`src/rtl/sram_port_arbiter_if.sv`:
```
// Bundle of client request/return signals and SRAM command signals around sram_port_arbiter.
// The arbiter takes the slave view; clients plus the SRAM model take the master view.
interface sram_port_arbiter_if #(
    parameter int ADDR_WIDTH = 4,
    parameter int DATA_WIDTH = 8
);
    logic                  c0_req,    c1_req;
    logic                  c0_we,     c1_we;
    logic [ADDR_WIDTH-1:0] c0_addr,   c1_addr;
    logic [DATA_WIDTH-1:0] c0_wdata,  c1_wdata;
    logic                  c0_gnt,    c1_gnt;
    logic                  c0_rvalid, c1_rvalid;
    logic [DATA_WIDTH-1:0] c0_rdata,  c1_rdata;

    logic                  sram_cs;
    logic                  sram_rd_en;
    logic                  sram_wr_en;
    logic [ADDR_WIDTH-1:0] sram_addr_r;
    logic [ADDR_WIDTH-1:0] sram_addr_w;
    logic [DATA_WIDTH-1:0] sram_wdata;
    logic [DATA_WIDTH-1:0] sram_rdata;

    modport slave (
        input  c0_req, c1_req, c0_we, c1_we, c0_addr, c1_addr, c0_wdata, c1_wdata,
        input  sram_rdata,
        output c0_gnt, c1_gnt, c0_rvalid, c1_rvalid, c0_rdata, c1_rdata,
        output sram_cs, sram_rd_en, sram_wr_en, sram_addr_r, sram_addr_w, sram_wdata
    );

    modport master (
        output c0_req, c1_req, c0_we, c1_we, c0_addr, c1_addr, c0_wdata, c1_wdata,
        output sram_rdata,
        input  c0_gnt, c1_gnt, c0_rvalid, c1_rvalid, c0_rdata, c1_rdata,
        input  sram_cs, sram_rd_en, sram_wr_en, sram_addr_r, sram_addr_w, sram_wdata
    );
endinterface

```
`src/rtl/sram_port_arbiter.sv`:
```
// Two-client arbiter for a dual-port synchronous SRAM: independent round-robin grants on the
// read and write ports, same-address write-to-read forwarding, fixed two-cycle read return.
module sram_port_arbiter #(
    parameter int ADDR_WIDTH = 4,
    parameter int DATA_WIDTH = 8,
    parameter int RAM_WIDTH  = 16
) (
    input  logic               clk,
    input  logic               rsr_n,
    sram_port_arbiter_if.slave bus
);

    localparam logic [ADDR_WIDTH:0] RAM_LIMIT = (ADDR_WIDTH + 1)'(RAM_WIDTH);

    typedef struct packed {
        logic                  req;
        logic                  we;
        logic [ADDR_WIDTH-1:0] addr;
        logic [DATA_WIDTH-1:0] wdata;
    } client_req_t;

    client_req_t [1:0] cl;

    assign cl[0] = '{req: bus.c0_req, we: bus.c0_we, addr: bus.c0_addr, wdata: bus.c0_wdata};
    assign cl[1] = '{req: bus.c1_req, we: bus.c1_we, addr: bus.c1_addr, wdata: bus.c1_wdata};

    // A lone candidate always wins; the pointer only breaks a tie between two.
    function automatic logic [1:0] arbitrate(input logic [1:0] cand, input logic ptr);
        logic [1:0] gnt;
        gnt = cand;
        if (cand == 2'b11) gnt = ptr ? 2'b10 : 2'b01;
        return gnt;
    endfunction

    logic                  wptr, rptr;
    logic [1:0]            w_cand, r_cand;
    logic [1:0]            w_gnt, r_gnt;
    logic                  w_any, r_any;
    logic                  w_sel, r_sel;
    logic                  w_oor, r_oor;
    logic                  fwd;
    logic [ADDR_WIDTH-1:0] w_addr, r_addr;
    logic [DATA_WIDTH-1:0] w_data;

    // NOTE: every always_comb output is given a default first so no path can infer a latch.
    always_comb begin
        w_cand = '0;
        r_cand = '0;
        for (int i = 0; i < 2; i++) begin
            w_cand[i] = cl[i].req &  cl[i].we;
            r_cand[i] = cl[i].req & ~cl[i].we;
        end

        // Holding rsr_n low silences every grant and SRAM command immediately.
        w_gnt = rsr_n ? arbitrate(w_cand, wptr) : 2'b00;
        r_gnt = rsr_n ? arbitrate(r_cand, rptr) : 2'b00;

        w_any = |w_gnt;
        r_any = |r_gnt;
        w_sel = w_gnt[1];
        r_sel = r_gnt[1];

        w_addr = w_any ? cl[w_sel].addr  : '0;
        w_data = w_any ? cl[w_sel].wdata : '0;
        r_addr = r_any ? cl[r_sel].addr  : '0;

        w_oor = w_any & ({1'b0, w_addr} >= RAM_LIMIT);
        r_oor = r_any & ({1'b0, r_addr} >= RAM_LIMIT);

        // An in-range read address equal to the write address implies the write is in range too.
        fwd = r_any & w_any & ~r_oor & (r_addr == w_addr);
    end

    assign bus.c0_gnt      = w_gnt[0] | r_gnt[0];
    assign bus.c1_gnt      = w_gnt[1] | r_gnt[1];
    assign bus.sram_wr_en  = w_any & ~w_oor;
    assign bus.sram_rd_en  = r_any & ~r_oor;
    assign bus.sram_cs     = (w_any & ~w_oor) | (r_any & ~r_oor);
    assign bus.sram_addr_w = w_addr;
    assign bus.sram_wdata  = w_data;
    assign bus.sram_addr_r = r_addr;

    logic                  s1_valid;
    logic                  s1_owner;
    logic                  s1_oor;
    logic                  s1_fwd;
    logic [DATA_WIDTH-1:0] s1_fdata;

    // NOTE: sequential state uses non-blocking assignments so every register samples pre-edge values.
    always_ff @(posedge clk or negedge rsr_n) begin
        if (!rsr_n) begin
            wptr     <= 1'b0;
            rptr     <= 1'b0;
            s1_valid <= 1'b0;
            s1_owner <= 1'b0;
            s1_oor   <= 1'b0;
            s1_fwd   <= 1'b0;
            s1_fdata <= '0;
        end else begin
            if (w_cand == 2'b11) wptr <= ~wptr;
            if (r_cand == 2'b11) rptr <= ~rptr;
            s1_valid <= r_any;
            s1_owner <= r_sel;
            s1_oor   <= r_oor;
            s1_fwd   <= fwd;
            s1_fdata <= w_data;
        end
    end

    logic [DATA_WIDTH-1:0]       ret_data;
    logic [1:0]                  rvalid_q;
    logic [1:0][DATA_WIDTH-1:0]  rdata_q;

    always_comb begin
        ret_data = bus.sram_rdata;
        if (s1_oor)      ret_data = '0;
        else if (s1_fwd) ret_data = s1_fdata;
    end

    // rdata is only reloaded on a return to its owner, so it holds between returns.
    always_ff @(posedge clk or negedge rsr_n) begin
        if (!rsr_n) begin
            rvalid_q <= '0;
            rdata_q  <= '0;
        end else begin
            rvalid_q <= '0;
            if (s1_valid) begin
                rvalid_q[s1_owner] <= 1'b1;
                rdata_q[s1_owner]  <= ret_data;
            end
        end
    end

    assign bus.c0_rvalid = rvalid_q[0];
    assign bus.c1_rvalid = rvalid_q[1];
    assign bus.c0_rdata  = rdata_q[0];
    assign bus.c1_rdata  = rdata_q[1];

endmodule

```
`src/flat_wrapper.sv`:
```
// flat-port wrapper written by rule: the top's interface ports become plain ports
module sram_port_arbiter_flat 
#(
    parameter int ADDR_WIDTH = 4,
    parameter int DATA_WIDTH = 8,
    parameter int RAM_WIDTH  = 16
)
  (clk, rsr_n, bus_c0_req, bus_c1_req, bus_c0_we, bus_c1_we, bus_c0_addr, bus_c1_addr, bus_c0_wdata, bus_c1_wdata, bus_sram_rdata, bus_c0_gnt, bus_c1_gnt, bus_c0_rvalid, bus_c1_rvalid, bus_c0_rdata, bus_c1_rdata, bus_sram_cs, bus_sram_rd_en, bus_sram_wr_en, bus_sram_addr_r, bus_sram_addr_w, bus_sram_wdata);
  sram_port_arbiter_if #(.ADDR_WIDTH(ADDR_WIDTH), .DATA_WIDTH(DATA_WIDTH)) bus_i ();
  input  logic clk;
  input  logic rsr_n;
  input wire logic [$bits(bus_i.c0_req)-1:0] bus_c0_req;
  input wire logic [$bits(bus_i.c1_req)-1:0] bus_c1_req;
  input wire logic [$bits(bus_i.c0_we)-1:0] bus_c0_we;
  input wire logic [$bits(bus_i.c1_we)-1:0] bus_c1_we;
  input wire logic [$bits(bus_i.c0_addr)-1:0] bus_c0_addr;
  input wire logic [$bits(bus_i.c1_addr)-1:0] bus_c1_addr;
  input wire logic [$bits(bus_i.c0_wdata)-1:0] bus_c0_wdata;
  input wire logic [$bits(bus_i.c1_wdata)-1:0] bus_c1_wdata;
  input wire logic [$bits(bus_i.sram_rdata)-1:0] bus_sram_rdata;
  output wire logic [$bits(bus_i.c0_gnt)-1:0] bus_c0_gnt;
  output wire logic [$bits(bus_i.c1_gnt)-1:0] bus_c1_gnt;
  output wire logic [$bits(bus_i.c0_rvalid)-1:0] bus_c0_rvalid;
  output wire logic [$bits(bus_i.c1_rvalid)-1:0] bus_c1_rvalid;
  output wire logic [$bits(bus_i.c0_rdata)-1:0] bus_c0_rdata;
  output wire logic [$bits(bus_i.c1_rdata)-1:0] bus_c1_rdata;
  output wire logic [$bits(bus_i.sram_cs)-1:0] bus_sram_cs;
  output wire logic [$bits(bus_i.sram_rd_en)-1:0] bus_sram_rd_en;
  output wire logic [$bits(bus_i.sram_wr_en)-1:0] bus_sram_wr_en;
  output wire logic [$bits(bus_i.sram_addr_r)-1:0] bus_sram_addr_r;
  output wire logic [$bits(bus_i.sram_addr_w)-1:0] bus_sram_addr_w;
  output wire logic [$bits(bus_i.sram_wdata)-1:0] bus_sram_wdata;
  assign bus_i.c0_req = bus_c0_req;
  assign bus_i.c1_req = bus_c1_req;
  assign bus_i.c0_we = bus_c0_we;
  assign bus_i.c1_we = bus_c1_we;
  assign bus_i.c0_addr = bus_c0_addr;
  assign bus_i.c1_addr = bus_c1_addr;
  assign bus_i.c0_wdata = bus_c0_wdata;
  assign bus_i.c1_wdata = bus_c1_wdata;
  assign bus_i.sram_rdata = bus_sram_rdata;
  assign bus_c0_gnt = bus_i.c0_gnt;
  assign bus_c1_gnt = bus_i.c1_gnt;
  assign bus_c0_rvalid = bus_i.c0_rvalid;
  assign bus_c1_rvalid = bus_i.c1_rvalid;
  assign bus_c0_rdata = bus_i.c0_rdata;
  assign bus_c1_rdata = bus_i.c1_rdata;
  assign bus_sram_cs = bus_i.sram_cs;
  assign bus_sram_rd_en = bus_i.sram_rd_en;
  assign bus_sram_wr_en = bus_i.sram_wr_en;
  assign bus_sram_addr_r = bus_i.sram_addr_r;
  assign bus_sram_addr_w = bus_i.sram_addr_w;
  assign bus_sram_wdata = bus_i.sram_wdata;
  sram_port_arbiter #(.ADDR_WIDTH(ADDR_WIDTH), .DATA_WIDTH(DATA_WIDTH), .RAM_WIDTH(RAM_WIDTH)) u_core (.clk(clk), .rsr_n(rsr_n), .bus(bus_i));
endmodule
```
`config.mk`:
```
export PLATFORM = sky130hd
export DESIGN_NAME = sram_port_arbiter_flat
export DESIGN_NICKNAME = d
export VERILOG_FILES = /design/src/rtl/sram_port_arbiter_if.sv /design/src/rtl/sram_port_arbiter.sv /design/src/flat_wrapper.sv
export SDC_FILE = /design/constraint.sdc
export NUM_CORES = 1
export LEC_CHECK = 0
export CORE_ASPECT_RATIO = 1.5
export CORE_MARGIN = 3
export CORE_UTILIZATION = 44
export DETAILED_ROUTE_END_ITERATION = 10
export MAX_ROUTING_LAYER = met4
export PLACE_DENSITY = 0.86
export SLEW_MARGIN = 20
export SYNTH_ARGS = -nofsm -noshare
export SYNTH_HDL_FRONTEND = slang
export SYNTH_SLANG_ARGS = --single-unit
```
`constraint.sdc`:
```
create_clock -name clk -period 4.04 [get_ports clk]
set_clock_uncertainty 0.15 [all_clocks]
set_input_delay 1.01 -clock clk [delete_from_list [all_inputs] [get_ports clk]]
set_output_delay 1.01 -clock clk [all_outputs]
set_load 0.01 [all_outputs]
```
==> reports/results.ini, run 1 <==
[route]
vias_per_cell = 5.47
drc = 0
vias = 1626
wl_um = 5290
drt-initial-drc-count = 82
dr.pass1.iters = 4
drt.antenna.violating_nets = 0
wl_per_cell_um = 17.8

[setup_path]
r2r_end = u_core.s1_fwd$_DFF_PN0_
critPathSlowestCell = clkdlybuf4s50_1
cp_top_family = buffers and inverters
critPathRequiredTime_ns = 2.88
endpoint = bus_c0_gnt
cp_slowest_stage_delay_ns = 0.59
critical_path_class = in -> out
crit_path_start_kind = input pin
path_buf_inv = 3
crit_top_cell = clkdlybuf4s50_1
r2r_cells = 7
crit_cells = 5
reg2reg_from = u_core.rptr$_DFFE_PN0P_
startpoint = bus_c1_we
end_kind = output pin
cp_cell_sequence = clkdlybuf4s50_1 -> buf_4 -> and2b_1 -> a221oi_1 -> clkdlybuf4s50_1
worstPathArrival_ns = 2.77
path_max_fanout = 5
ff2ff_setup_slack_ns = 1.86

[synth]
ys_warn_count = 0
yosysUniqueCellTypes = 38
yosysSeqAreaShare_pct = 48.6
synth_fp_nets = 196
yosys.area.top_type = dfrtp_1
synth_area_leaders = dfrtp_1 49%, mux2i_1 14%, nor2_1 6.1%
synthesis.area_sq_mm = 0.00160
netlist_instances = 158
synth-seq-cells = 31
ys.flop_type = dfrtp_1
avgSynthCellArea_sq_um = 10.1
yosysTopAreaCellShare_pct = 48.6
synth_edf_count = 0
synthArstFlopShare_pct = 100

[floorplanning]
core_sq_mm = 0.00345
std_cell_rows = 26
io_pins = 77
die_height_um = 79.8
fp.dieW_um = 55.2
initial_utilization_pct = 46.3
dieArea_sq_mm = 0.00441

[cells_and_area]
area_growth_pct = 68.4
layout.nets = 292
drive_gt1_share_pct = 15.3
final_cells = 297
nFillCells = 223
fin_util_pct = 78.0
antenna_cells = 0

[global_routing]
antenna_found_initial = 0
grtUsageTotal_pct = 24.5
grt_pass1_vias = 1685
grt_first_pass_wirelength_um = 8160
grt_overflow = 0
grt_max_degree = 31

[sta]
hold_viol = 0
post-route-period-util_pct = 97.3
fin_hold_ws_ns = 0.352
slew-limit-headroom_pct = 59.6
post-route-min-period_ns = 3.93
setup_tns_ns = 0
worst_pin_slew_ns = 0.606
rsz0062_at_grt = no
finalMaxSlewViolations = 0
clock.fmax_mhz = 254
finalSetupViolCount = 0

[clocking]
cts_buffer_depth = 2
cts_sinks = 31
cts_max_level = 2
cts_tree = built
clock_latency_ns = 0.28
clk_pin_slew_ns = 0.06
numCtsBuffers = 5
cts_root_buf = clkbuf_8
hold_buffers = 0

[hold_path]
hp-class = reg -> reg
holdPathStages = 2

[power_and_ir_drop]
cellPowerDensity_mw_per_mm2 = 384
peakVddDrop_v = 0.000288
leakagePower_nw = 1.44

[placed_design]
gp_congestion = 0.916
dpl.cell_count = 288
io_buffer_count = 76
hpwl_um = 3600

[run_status]
status = completed

[job]
max_cap_violations = 0

## timing repair
action,in CTS,in global routing
setup buffers,0,1
gates resized for setup,4,13
pin swaps,0,1
hold endpoints to repair,0,0
setup endpoints to repair,5,13
## flip-flops by register name, summed over array words and instances, names as in the netlist
register,flops
u_core.bus.c0_rdata,8
u_core.bus.c1_rdata,8
u_core.rptr,1
u_core.rvalid_q,2
u_core.s1_fdata,8
u_core.s1_fwd,1
u_core.s1_owner,1
u_core.s1_valid,1
u_core.wptr,1
## logic make-up (layout without fill, tap and decap cells)
family          after synthesis  after routing  synth area share (%)
xor+xnor                      3              3                  1.64
buf+inv                      12            109                  3.05
simple gates                 58             58                  18.5
mux                          23             23                  14.4
flops                        31             31                  48.6
compound gates               31             31                  13.9
## routing by layer
layer / track usage [%] / up-vias / share of wire [%]
met5: - / - / 0
met4: 11.4 / 0 / 3.9
met3: 3.24 / 17 / 4.6
met2: 46.8 / 78 / 54
met1: 24.3 / 781 / 37
li1: - / 750 / -
## worst register-to-register path, stage by stage, from the launching register on
cell and delay, ns:
dfrtp_1 0.42, or3b_4 0.41, buf_4 0.16, a22oi_4 0.17
buf_4 0.15, o221ai_2 0.09, a222oi_1 0.37, and3_1 0.20
## report_power, final
part           internal (W)  total, W  leakage (nW)  switching (W)
sequential         0.000363  0.000402         0.381      0.0000391
combinational      0.000177  0.000312          1.00       0.000135
clock              0.000199  0.000319        0.0612       0.000119
total              0.000740   0.00103          1.44       0.000293
## synthesized netlist by cell type (3+ instances only)
cell / n
dfrtp_1: 31
nor2_1: 26
mux2i_1: 23
nand2_1: 10
a21oi_1: 9
o21ai_0: 8
clkbuf_1: 5
inv_1: 4
or2b_1: 3
xor2_1: 3
## cell type report
class	instances	area [sq um]	area share, %
Clock buffer	6	82.6	3.07
Clock inverter	2	35.0	1.30
Inverter	5	20.0	0.744
Multi-Input combinational cell	115	773	28.7
Sequential cell	31	776	28.8
Tap cell	42	52.6	1.95
Timing Repair Buffer	96	951	35.3
## stage by stage
| step | worst slack, ns | power (W) | instance area [sq um] |
|---|---|---|---|
| floorplan | 0.872 | 0.000517 | 1600 |
| global placement | -0.0916 | 0.000697 | 2540 |
| detailed placement | -0.130 | 0.000710 | 2540 |
| CTS | 0.00333 | 0.00103 | 2650 |
| global route | 0.0148 | 0.00107 | 2690 |
| finish | 0.107 | 0.00103 | 2690 |
## how the worst min path moves through the flow
stage                                       start                            endpoint  slack, ns
6_report       u_core.bus.c0_rdata[7]$_DFFE_PN0P_  u_core.bus.c0_rdata[7]$_DFFE_PN0P_       0.35
5_1_grt                   u_core.rptr$_DFFE_PN0P_             u_core.rptr$_DFFE_PN0P_       0.39
4_1_cts        u_core.bus.c0_rdata[5]$_DFFE_PN0P_  u_core.bus.c0_rdata[5]$_DFFE_PN0P_       0.34
3_5_place_dp   u_core.bus.c0_rdata[7]$_DFFE_PN0P_  u_core.bus.c0_rdata[7]$_DFFE_PN0P_       0.32
3_3_place_gp   u_core.bus.c0_rdata[7]$_DFFE_PN0P_  u_core.bus.c0_rdata[7]$_DFFE_PN0P_       0.31
2_1_floorplan             u_core.rptr$_DFFE_PN0P_             u_core.rptr$_DFFE_PN0P_       0.32
## placed cells by master (no fill, tap or decap), types with 3 or more instances in the layout
cell type and n:
mux2i_1 23, dfrtp_1 31, inv_1 4, dlygate4sd2_1 4, xor2_1 3, nand2_1 10, dlymetal6s2s_1 13, o21ai_0 8
a21oi_1 9, clkbuf_8 6, clkdlybuf4s50_1 59, buf_4 19, or2b_1 3, nor2_1 26
(Power assumes the default switching activity.)
==> run 2, diff against run 1 <==
--- a/config.mk
+++ b/config.mk
@@ -6,7 +6,6 @@
 export NUM_CORES = 1
 export LEC_CHECK = 0
 export CORE_ASPECT_RATIO = 1.5
-export CORE_MARGIN = 3
 export CORE_UTILIZATION = 44
 export DETAILED_ROUTE_END_ITERATION = 10
 export MAX_ROUTING_LAYER = met4
==> constraint.sdc (replaced) <==
create_clock -name clk -period 4.8 [get_ports clk]
set_clock_uncertainty 0.15 [all_clocks]
set_input_delay 1.2 -clock clk [delete_from_list [all_inputs] [get_ports clk]]
set_output_delay 1.2 -clock clk [all_outputs]
set_load 0.01 [all_outputs]
==> reports/results.ini, run 2 (synthesized netlist as in run 1, its figures left out) <==
[setup_path]
end_kind = output pin
cp_top_family = buffers and inverters
worstPathArrival_ns = 3.27
path_buf_inv = 2
path_max_fanout = 7
critPathRequiredTime_ns = 3.45
cp_slowest_stage_delay_ns = 0.59
crit_top_cell = clkdlybuf4s50_1
crit_path_start_kind = input pin
critical_path_class = in -> out
cp_cell_sequence = clkdlybuf4s50_1 -> or3b_4 -> and2_2 -> mux2i_1 -> nor2_1 -> clkdlybuf4s50_1
critPathSlowestCell = clkdlybuf4s50_1

[clocking]
post-cts-setup-buffer-count = 0
cts_root_buf = clkbuf_8
cts_resized = 0
numCtsBuffers = 5
clk_pin_slew_ns = 0.06
clock_latency_ns = 0.27
cts_tree = built
cts_buffer_depth = 2
hold_buffers = 0
cts_sinks = 31
cts_max_level = 2

[route]
dr.pass1.iters = 6
drc = 0
wl_per_cell_um = 15.3
drt-initial-drc-count = 42
wl_um = 4270
vias = 1486
vias_per_cell = 5.31
drt.antenna.violating_nets = 0

[sta]
setup_tns_ns = 0
finalWorstSetupSlack_ns = 0.182
clock.fmax_mhz = 217
finalSetupViolCount = 0
worst_pin_slew_ns = 0.593
hold_viol = 0
rsz0062_at_grt = no
slew-limit-headroom_pct = 60.4
fin_hold_ws_ns = 0.332
post-route-min-period_ns = 4.62
post-route-period-util_pct = 96.2
finalMaxSlewViolations = 0

[cells_and_area]
layout_commonest_cell = clkdlybuf4s50_1
layout.nets = 275
nFillCells = 286
seq_area_sq_um = 776
final_cell_mix = 76 x clkdlybuf4s50_1, 31 x dfrtp_1, 26 x nor2_1
drive_gt1_share_pct = 8.40
multi_input_area_sq_um = 773
antenna_cells = 0
fin_util_pct = 72.1
area_growth_pct = 55.6

[global_routing]
antenna_found_initial = 0
grt_max_degree = 35
grtUsageTotal_pct = 24.7
grt_overflow = 0
grt_pass1_vias = 1468
grt_first_pass_wirelength_um = 6760

[placed_design]
io_buffer_count = 76
hpwl_um = 3210
dp_worst_setup_slack_ns = 0.190
gp_congestion = 0.822

[power_and_ir_drop]
peakVddDrop_v = 0.000215
cellPowerDensity_mw_per_mm2 = 309
leakagePower_nw = 1.11

[floorplanning]
core_sq_mm = 0.00345
initial_utilization_pct = 46.3
die_height_um = 75.8
dieArea_sq_mm = 0.00388
io_pins = 77
fp.dieW_um = 51.2
std_cell_rows = 26

[job]
max_cap_violations = 0

[hold_path]
hp-class = reg -> reg

[run_status]
status = completed

-- run 2: cell type report --
type                            instances  area share (%)
Inverter                                5           0.805
Timing Repair Buffer                   79            31.5
Multi-Input combinational cell        115            31.1
Clock inverter                          1           0.201
Tap cell                               42            2.11
Sequential cell                        31            31.2
Clock buffer                            7            3.07
-- run 2: layer usage --
layer	wire [um]	up-vias	GRT usage, %
met5	0	-	-
met4	148	0	14.5
met3	151	11	2.79
met2	2330	49	43.3
met1	1640	707	26.8
li1	-	719	-
-- run 2: per-stage QoR --
step	total power [W]	instances	instance area (sq um)
global route	0.000811	280	2490
floorplan	0.000435	158	1600
finish	0.000768	280	2490
global placement	0.000573	272	2400
CTS	0.000773	280	2490
detailed placement	0.000582	272	2400
-- run 2: worst paths after layout --
kind | startpoint | endpoint | slack, ns | depth (start not counted)
max in group asynchronous | rsr_n | u_core.s1_fdata[1]$_DFF_PN0_ | 2.90 | 2
max | bus_c0_req | bus_sram_addr_r[2] | 0.18 | 6
max reg2reg | u_core.rptr$_DFFE_PN0P_ | u_core.s1_fwd$_DFF_PN0_ | 2.84 | 5
min in group asynchronous | rsr_n | u_core.wptr$_DFFE_PN0P_ | 1.30 | 2
min reg2reg | u_core.bus.c0_rdata[3]$_DFFE_PN0P_ | u_core.bus.c0_rdata[3]$_DFFE_PN0P_ | 0.33 | 2
min | u_core.bus.c0_rdata[3]$_DFFE_PN0P_ | u_core.bus.c0_rdata[3]$_DFFE_PN0P_ | 0.33 | 2
-- run 2: report_power, final --
part           total [W]  internal, W  switching [W]  leakage [nW]
Combinational   0.000240     0.000139       0.000101         0.683
Sequential      0.000338     0.000306      0.0000326         0.381
Clock           0.000189     0.000101      0.0000875        0.0422
-- run 2: tightest hold or removal path, stage by stage, from the launching register on --
cell	delay, ns
dfrtp_1	0.34
nand2_1	0.05
o21ai_0	0.06
